<file path="config.mk">
export PLATFORM = sky130hd
export DESIGN_NAME = uart_tx_arb_flat
export DESIGN_NICKNAME = d
export VERILOG_FILES = /design/src/rtl/uart_tx_arb_if.sv /design/src/rtl/uart_tx_arb.sv /design/src/flat_wrapper.sv
export SDC_FILE = /design/constraint.sdc
export NUM_CORES = 1
export LEC_CHECK = 0
export CAP_MARGIN = 10
export CORE_MARGIN = 1
export CORE_UTILIZATION = 40
export DETAILED_ROUTE_END_ITERATION = 10
export PLACE_DENSITY = 0.83
export RECOVER_POWER = 50
export SETUP_SLACK_MARGIN = 0.05
export SYNTH_ARGS = -nofsm -noshare
export SYNTH_HDL_FRONTEND = slang
export SYNTH_SLANG_ARGS = --single-unit
export TNS_END_PERCENT = 20
</file>
<file path="constraint.sdc">
create_clock -name clk -period 6.8 [get_ports clk]
set_input_delay 1.36 -clock clk [delete_from_list [all_inputs] [get_ports clk]]
set_output_delay 1.36 -clock clk [all_outputs]
set_load 0.01 [all_outputs]
</file>
<file path="src/rtl/uart_tx_arb_if.sv">
// Byte-stream bundle between N_PORTS requesters, the arbiter and the UART transmitter.
// master: the side that owns the requesting streams and the UART ready.
// slave:  the arbiter itself.
interface uart_tx_arb_if #(
    parameter int N_PORTS    = 4,
    parameter int DATA_WIDTH = 8
);
    logic [N_PORTS*DATA_WIDTH-1:0] s_axis_tdata;
    logic [N_PORTS-1:0]            s_axis_tvalid;
    logic [N_PORTS-1:0]            s_axis_tlast;
    logic [N_PORTS-1:0]            s_axis_tready;
    logic [DATA_WIDTH-1:0]         m_axis_tdata;
    logic                          m_axis_tvalid;
    logic                          m_axis_tready;

    modport master (
        output s_axis_tdata, s_axis_tvalid, s_axis_tlast, m_axis_tready,
        input  s_axis_tready, m_axis_tdata, m_axis_tvalid
    );

    modport slave (
        input  s_axis_tdata, s_axis_tvalid, s_axis_tlast, m_axis_tready,
        output s_axis_tready, m_axis_tdata, m_axis_tvalid
    );
endinterface

</file>
<file path="src/rtl/uart_tx_arb.sv">
// Round-robin message arbiter feeding one UART transmitter.
// A port is granted for a whole message (until its tlast beat); ports are
// searched upward from the port after the last grant.
// Optional feature: define UART_TX_ARB_TIMEOUT_EN to force a lock release
// after TIMEOUT consecutive locked cycles without a transfer.
//
// state     | meaning
// ----------+---------------------------------------------------
// ST_IDLE   | no lock, pick the next requester this cycle
// ST_LOCKED | grant_id owns the output until tlast (or timeout)
module uart_tx_arb #(
    parameter int N_PORTS    = 4,
    parameter int DATA_WIDTH = 8,
    parameter int TIMEOUT    = 1024,
    localparam int GW        = $clog2(N_PORTS)
) (
    input  logic                  clk,
    input  logic                  rst_n,
    uart_tx_arb_if.slave          bus,
    output logic [GW-1:0]         grant_id,
    output logic                  grant_active,
    output logic                  timeout
);

    typedef enum logic {
        ST_IDLE   = 1'b0,
        ST_LOCKED = 1'b1
    } state_t;

    state_t                r_state;
    logic [GW-1:0]         r_grant_id;
    logic [DATA_WIDTH-1:0] r_m_tdata;
    logic                  r_m_tvalid;
    logic                  r_timeout;

    logic                  w_out_free;
    logic                  w_xfer;
    logic                  w_last;
    logic                  w_req_any;
    logic                  w_to_hit;
    logic [GW:0]           w_sum;
    logic [GW-1:0]         w_next_id;
    logic [DATA_WIDTH-1:0] w_sel_data;
    logic [N_PORTS-1:0]    w_s_tready;

    // The output register can take a byte when empty or being drained this cycle.
    assign w_out_free = !r_m_tvalid || bus.m_axis_tready;
    assign w_last     = bus.s_axis_tlast[r_grant_id];
    assign w_sel_data = bus.s_axis_tdata[int'(r_grant_id)*DATA_WIDTH +: DATA_WIDTH];
    assign w_xfer     = (r_state == ST_LOCKED) && bus.s_axis_tvalid[r_grant_id] && w_out_free;

    // Round-robin search: walk offsets from far to near so the nearest requester wins.
    // r_grant_id doubles as last_grant since it is only updated on a new grant.
    always_comb begin
        w_req_any = 1'b0;
        w_next_id = r_grant_id;
        w_sum     = '0;
        for (int i = N_PORTS; i >= 1; i--) begin
            w_sum = {1'b0, r_grant_id} + (GW+1)'(i);
            if (w_sum >= (GW+1)'(N_PORTS)) begin
                w_sum = w_sum - (GW+1)'(N_PORTS);
            end
            if (bus.s_axis_tvalid[w_sum[GW-1:0]]) begin
                w_req_any = 1'b1;
                w_next_id = w_sum[GW-1:0];
            end
        end
    end

    // Only the granted port sees ready, and only while locked.
    always_comb begin
        w_s_tready = '0;
        if (r_state == ST_LOCKED) begin
            w_s_tready[r_grant_id] = w_out_free;
        end
    end

`ifdef UART_TX_ARB_TIMEOUT_EN
    localparam int CW = $clog2(TIMEOUT + 1);

    logic [CW-1:0] r_idle_cnt;

    assign w_to_hit = (r_state == ST_LOCKED) && !w_xfer && (r_idle_cnt == CW'(TIMEOUT - 1));

    // Count locked cycles without a transfer; held at zero while idle so each lock starts fresh.
    always_ff @(posedge clk or negedge rst_n) begin
        if (!rst_n) begin
            r_idle_cnt <= '0;
        end else if (r_state == ST_IDLE || w_xfer || w_to_hit) begin
            r_idle_cnt <= '0;
        end else begin
            r_idle_cnt <= r_idle_cnt + 1'b1;
        end
    end
`else
    // Without the timeout option the threshold has no hardware behind it.
    logic w_unused_timeout;
    assign w_unused_timeout = (TIMEOUT > 0);
    assign w_to_hit         = 1'b0;
`endif

    // Lock state machine plus the one-deep output register toward the UART.
    always_ff @(posedge clk or negedge rst_n) begin
        if (!rst_n) begin
            r_state    <= ST_IDLE;
            r_grant_id <= GW'(N_PORTS - 1);
            r_m_tdata  <= '0;
            r_m_tvalid <= 1'b0;
            r_timeout  <= 1'b0;
        end else begin
            r_timeout <= 1'b0;
            if (w_xfer) begin
                r_m_tdata  <= w_sel_data;
                r_m_tvalid <= 1'b1;
            end else if (bus.m_axis_tready) begin
                r_m_tvalid <= 1'b0;
            end
            case (r_state)
                ST_IDLE: begin
                    if (w_req_any) begin
                        r_state    <= ST_LOCKED;
                        r_grant_id <= w_next_id;
                    end
                end
                ST_LOCKED: begin
                    // A pending output byte keeps draining after release.
                    if (w_xfer && w_last) begin
                        r_state <= ST_IDLE;
                    end else if (w_to_hit) begin
                        r_state   <= ST_IDLE;
                        r_timeout <= 1'b1;
                    end
                end
                default: r_state <= ST_IDLE;
            endcase
        end
    end

    assign bus.s_axis_tready = w_s_tready;
    assign bus.m_axis_tdata  = r_m_tdata;
    assign bus.m_axis_tvalid = r_m_tvalid;
    assign grant_id          = r_grant_id;
    assign grant_active      = (r_state == ST_LOCKED);
    assign timeout           = r_timeout;

endmodule

</file>
<file path="src/flat_wrapper.sv">
// flat-port wrapper written by rule: the top's interface ports become plain ports
module uart_tx_arb_flat 
#(
    parameter int N_PORTS    = 4,
    parameter int DATA_WIDTH = 8,
    parameter int TIMEOUT    = 1024,
    localparam int GW        = $clog2(N_PORTS)
)
  (clk, rst_n, grant_id, grant_active, timeout, bus_s_axis_tdata, bus_s_axis_tvalid, bus_s_axis_tlast, bus_m_axis_tready, bus_s_axis_tready, bus_m_axis_tdata, bus_m_axis_tvalid);
  uart_tx_arb_if #(.N_PORTS(N_PORTS), .DATA_WIDTH(DATA_WIDTH)) bus_i ();
  input  logic clk;
  input  logic rst_n;
  output logic [GW-1:0] grant_id;
  output logic grant_active;
  output logic timeout;
  input wire logic [$bits(bus_i.s_axis_tdata)-1:0] bus_s_axis_tdata;
  input wire logic [$bits(bus_i.s_axis_tvalid)-1:0] bus_s_axis_tvalid;
  input wire logic [$bits(bus_i.s_axis_tlast)-1:0] bus_s_axis_tlast;
  input wire logic [$bits(bus_i.m_axis_tready)-1:0] bus_m_axis_tready;
  output wire logic [$bits(bus_i.s_axis_tready)-1:0] bus_s_axis_tready;
  output wire logic [$bits(bus_i.m_axis_tdata)-1:0] bus_m_axis_tdata;
  output wire logic [$bits(bus_i.m_axis_tvalid)-1:0] bus_m_axis_tvalid;
  assign bus_i.s_axis_tdata = bus_s_axis_tdata;
  assign bus_i.s_axis_tvalid = bus_s_axis_tvalid;
  assign bus_i.s_axis_tlast = bus_s_axis_tlast;
  assign bus_i.m_axis_tready = bus_m_axis_tready;
  assign bus_s_axis_tready = bus_i.s_axis_tready;
  assign bus_m_axis_tdata = bus_i.m_axis_tdata;
  assign bus_m_axis_tvalid = bus_i.m_axis_tvalid;
  uart_tx_arb #(.N_PORTS(N_PORTS), .DATA_WIDTH(DATA_WIDTH), .TIMEOUT(TIMEOUT)) u_core (.clk(clk), .rst_n(rst_n), .bus(bus_i), .grant_id(grant_id), .grant_active(grant_active), .timeout(timeout));
endmodule
</file>
After elaboration in Yosys (flattened, before gate mapping)
Cells that the tools add are included.
{"block": "totals", "register_bits": 12, "in_bits": 43, "word_cells": 66}
{"block": "classes", "addsub": 8, "magnitude_cmp": 10, "shifts": 1, "mux": 32, "bitwise_logic": 2, "reduce_logical": 9}
{"op": "$shiftx A32 B6 Y8", "count": 1}
{"op": "$mux W2", "count": 8}
{"op": "$lt A2 B3 Y1 const B", "count": 5}
{"op": "$mux W1", "count": 15}
{"op": "$bmux W1 S2", "count": 6}
{"op": "$ge A3 B3 Y1 const B", "count": 4}
{"op": "$sub A2 B1 Y2 const B", "count": 4}
{"op": "$add A2 B2 Y3 const B", "count": 2}
{"op": "$and A4 B4 Y4", "count": 1}
{"op": "$logic_and A1 B1 Y1", "count": 4}
{"op": "$mux W4", "count": 1}
{"op": "$reduce_bool A4 Y1", "count": 1}
{"op": "$add A2 B1 Y3 const B", "count": 1}
{"op": "$add A2 B3 Y3 const B", "count": 1}
{"op": "$reduce_and A3 Y1", "count": 1}
{"op": "$demux W1 S2", "count": 1}
{"op": "$ge A2 B1 Y1 const B", "count": 1}
{"op": "$pmux W1 S2", "count": 1}
{"op": "$reduce_bool A2 Y1", "count": 1}
{"op": "$logic_not A1 Y1", "count": 1}
{"op": "$logic_or A1 B1 Y1", "count": 1}
{"op": "$not A1 Y1", "count": 1}

Longest topological paths before layout
{"block": "depth", "depth_word": 11, "ltp_mapped": 8, "ltp_nobuf": 6}

Least setup slack after synthesis
OpenSTA, ideal clock, no wires.
{"block": "synth_timing", "kind": "input -> output", "startpoint": "in bus_m_axis_tready", "endpoint": "out bus_s_axis_tready[0]", "arrival_ps": 1745, "required_time_ps": 5440, "slack_ps": 3695, "path_stages": 2, "path_buffers": 0, "cell_sequence": "nand2b_1 -> and3_1"}
{"block": "synth_via", "elab_chain_len": 3}
{"item": "start: declaration", "line_no": "flat_wrapper.sv:19", "source": "input wire logic [$bits(bus_i.m_axis_tready)-1:0] bus_m_axis_tready;"}
{"item": "$logic_or A1 B1 Y1", "line_no": "uart_tx_arb.sv:47", "source": "assign w_out_free = !r_m_tvalid || bus.m_axis_tready;"}
{"item": "$and A4 B4 Y4 (no line)"}
{"item": "$mux W4", "line_no": "uart_tx_arb.sv:73", "source": "if (r_state == ST_LOCKED) begin"}
{"item": "end: declaration", "line_no": "flat_wrapper.sv:20", "source": "output wire logic [$bits(bus_i.s_axis_tready)-1:0] bus_s_axis_tready;"}
Every way passes these cells.

Worst setup path after layout
{"block": "layout_timing", "startpoint": "in bus_m_axis_tready", "endpoint": "out bus_s_axis_tready[3]"}
Same word-level chain as after synthesis.

==> flow_summary.yaml <==
clocking:
  clkTransAtPathRegs_ps: 80
  htreeDepth: 1
  tritoncts: "built"
  clk_path_buf_depth: 2
  cts-root-buf: "clkbuf_4"
  clock_latency_ps: 270
  cts_buffers: 3
  clock-sinks: 12
  cts_hold_buf: 0
  cts_setup_buffers: 0
  ctsResizeCount: 0
routing:
  num_vias: 878
  wire_per_inst_um: 16.4
  drtAntennaViolNets: 0
  via_per_inst: 5.42
  drt_iter0_drc: 6
  first_pass_iters: 4
  drc_errors: 0
  routed_wl_mm: 2.66
sta:
  tightest_slew_ps: 555
  fin_ws_ps: 2720
  max-slew-margin-rel_pct: 62.9
  rsz0062_at_grt: "no"
  min_period_ps: 4080
  fin_skew_ps: 0.669
  fmax_mhz: 245
  period_share_pct: 60.0
  setup_violations: 0
  hold_violations: 0
  finalMaxSlewViolations: 0
  finalSetupTns_ps: 0
global_routing:
  grt_first_pass_wirelength_mm: 4.05
  use_met3_pct: 2.34
  antenna_found_initial: 0
  met1_usage_pct: 25.7
  grt_max_degree: 21
  grt_util_met2_pct: 35.9
  grt_usage_pct: 20.9
  grt.busiest_layer: "met2"
  grt_pass1_vias: 844
  overflow: 0
die:
  die_h_um: 52.1
  die-area_mm2: 0.00272
  die_x_um: 52.1
  pin_count: 60
  fp-row-count: 17
  floorplan.initialDensity_pct: 43.7
  core_mm2: 0.00230
synthesis:
  synth-compound-area-share_pct: 3.61
  syn_area_per_cell_um2: 13.0
  synthXorXnorAreaFrac_pct: 0.872
  synth_top_family_by_area: "multiplexers"
  synth_mux_area_share_pct: 44.6
  synth_adder_area_share_pct: 4.98
  ys_warn_count: 0
  syn_nets: 124
  syn-cell-area_mm2: 0.00100
  synth_cells: 77
  synth_edf_count: 0
  synth-simple-area-share_pct: 10.1
  synth_async_sr_flop_share_pct: 100
  synth_ff_type: "dfrtp_1"
  ys_seq_area_share_pct: 30.1
  synth_cell_type_count: 30
  ys_ff_latch: 12
pwr:
  irDropWorstVdd_mv: 0.267
  p_leak_nw: 0.673
  p_per_area_mw_per_mm2: 362
flow_run:
  cap_violations: 0
worst_setup_path:
  worstPathCellList: "clkdlybuf4s50_1, nand2b_1, and3_1, clkdlybuf4s50_1"
  worstPathRequired_ps: 5440
  slowest_delay_ps: 530
  startpoint_type: "input pin"
  cp-end-kind: "primary output"
  crit_family: "buffers and inverters"
  critPathSlowestCell: "clkdlybuf4s50_1"
  arrival_ps: 2720
  path_class: "in2out"
  path_buf_inv: 2
  cp_max_fo: 6
  path_common_cell: "clkdlybuf4s50_1"
place:
  pre_cts_slack_ps: 2710
  gp_congestion: 0.781
  dp.cells: 158
  hpwl_mm: 2.14
  port-buffer-count: 58
cells_and_area:
  num-fill-cells: 168
  drive_gt1_share_pct: 16.4
  final_util_pct: 70.3
  layout.nets: 182
  fin_cells: 162
  diodes: 0
  area_growth_pct: 60.6
run_status:
  status: "finished clean"
hold_path:
  hold_class: "reg2reg"
## state kept, by name, summed over array words and instances, names as in the netlist
| signal | cells |
|---|---|
| u_core.bus.m_axis_tdata | 8 |
| u_core.bus.m_axis_tvalid | 1 |
| u_core.grant_active | 1 |
| u_core.grant_id | 2 |
## area by class of cell
cell class | count | area, um^2 | area share (%)
Multi-Input combinational cell | 57 | 648 | 40.2
Tap cell | 28 | 35.0 | 2.17
Timing Repair Buffer | 58 | 581 | 36.0
Clock buffer | 4 | 36.3 | 2.25
Sequential cell | 12 | 303 | 18.8
Inverter | 3 | 11.3 | 0.698
## cell usage after synthesis (2+ instances only)
library cell,number,area [um^2]
nand3_1,3,15.0
mux4_2,4,90.1
nand2_1,2,7.51
mux2_2,11,124
nor2_1,3,11.3
and3_1,4,25.0
dfrtp_1,10,250
mux2i_1,5,50.1
inv_1,3,11.3
mux4_1,7,184
dfstp_2,2,52.6
a31oi_1,2,12.5
ha_1,4,50.1
## where the power goes
| group | internal [W] | switching (W) | total (W) | leakage [nW] |
|---|---|---|---|---|
| clock network | 0.0000325 | 0.0000242 | 0.0000568 | 0.0210 |
| registers | 0.000114 | 0.0000603 | 0.000174 | 0.136 |
| logic | 0.000230 | 0.000124 | 0.000354 | 0.517 |
| total | 0.000376 | 0.000209 | 0.000585 | 0.673 |
## worst reg2reg max path, cell delays in order, from the launching register on
cell,delay [ps]
dfstp_2,850
inv_1,200
ha_1,410
mux2_2,350
nand3_1,80
a31oi_1,100
xnor2_1,140
## kinds of logic (layout without fill, tap and decap cells)
family	count (synthesis)	count (layout)
fa+ha+maj	4	4
other cells	1	1
simple gates	18	18
flops	12	12
compound gates	6	6
xor+xnor	1	1
buf+inv	8	65
mux	27	27
## worst paths after layout
kind	to	from	slack, ps	cells past startpoint
setup reg to reg	u_core.grant_id[0]	u_core.grant_id[0]	4600	6
setup / recovery	bus_s_axis_tready[3]	bus_m_axis_tready	2720	4
hold / removal	u_core.bus.m_axis_tdata[0]	u_core.bus.m_axis_tdata[0]	510	1
hold reg to reg	u_core.bus.m_axis_tdata[0]	u_core.bus.m_axis_tdata[0]	510	1
max in group asynchronous	u_core.grant_id[0]	rst_n	4920	1
min in group asynchronous	u_core.bus.m_axis_tdata[7]	rst_n	1510	1
## per-stage QoR
stage | instance area, um^2 | hold slack, ps | power, W
final | 1610 | 505 | 0.000585
after global routing | 1610 | 518 | 0.000627
after global placement | 1580 | 485 | 0.000531
after detailed placement | 1580 | 494 | 0.000542
after floorplan | 1000 | 550 | 0.000402
after CTS | 1610 | 512 | 0.000600
## placed cells by master (no fill, tap or decap), types with 4 or more instances in the layout
master,instances
mux4_1,7
dfrtp_1,10
and3_1,4
mux4_2,4
ha_1,4
mux2_2,11
clkdlybuf4s50_1,50
mux2i_1,5
dlygate4sd3_1,8
## routing by layer
layer | share of wire [%] | wire, um | vias up
met5 | 0 | 0 | -
met1 | 41 | 1090 | 415
met3 | 6.8 | 181 | 8
met2 | 50 | 1320 | 37
li1 | - | - | 418
met4 | 2.6 | 68 | 0
(Power assumes the default switching activity.)
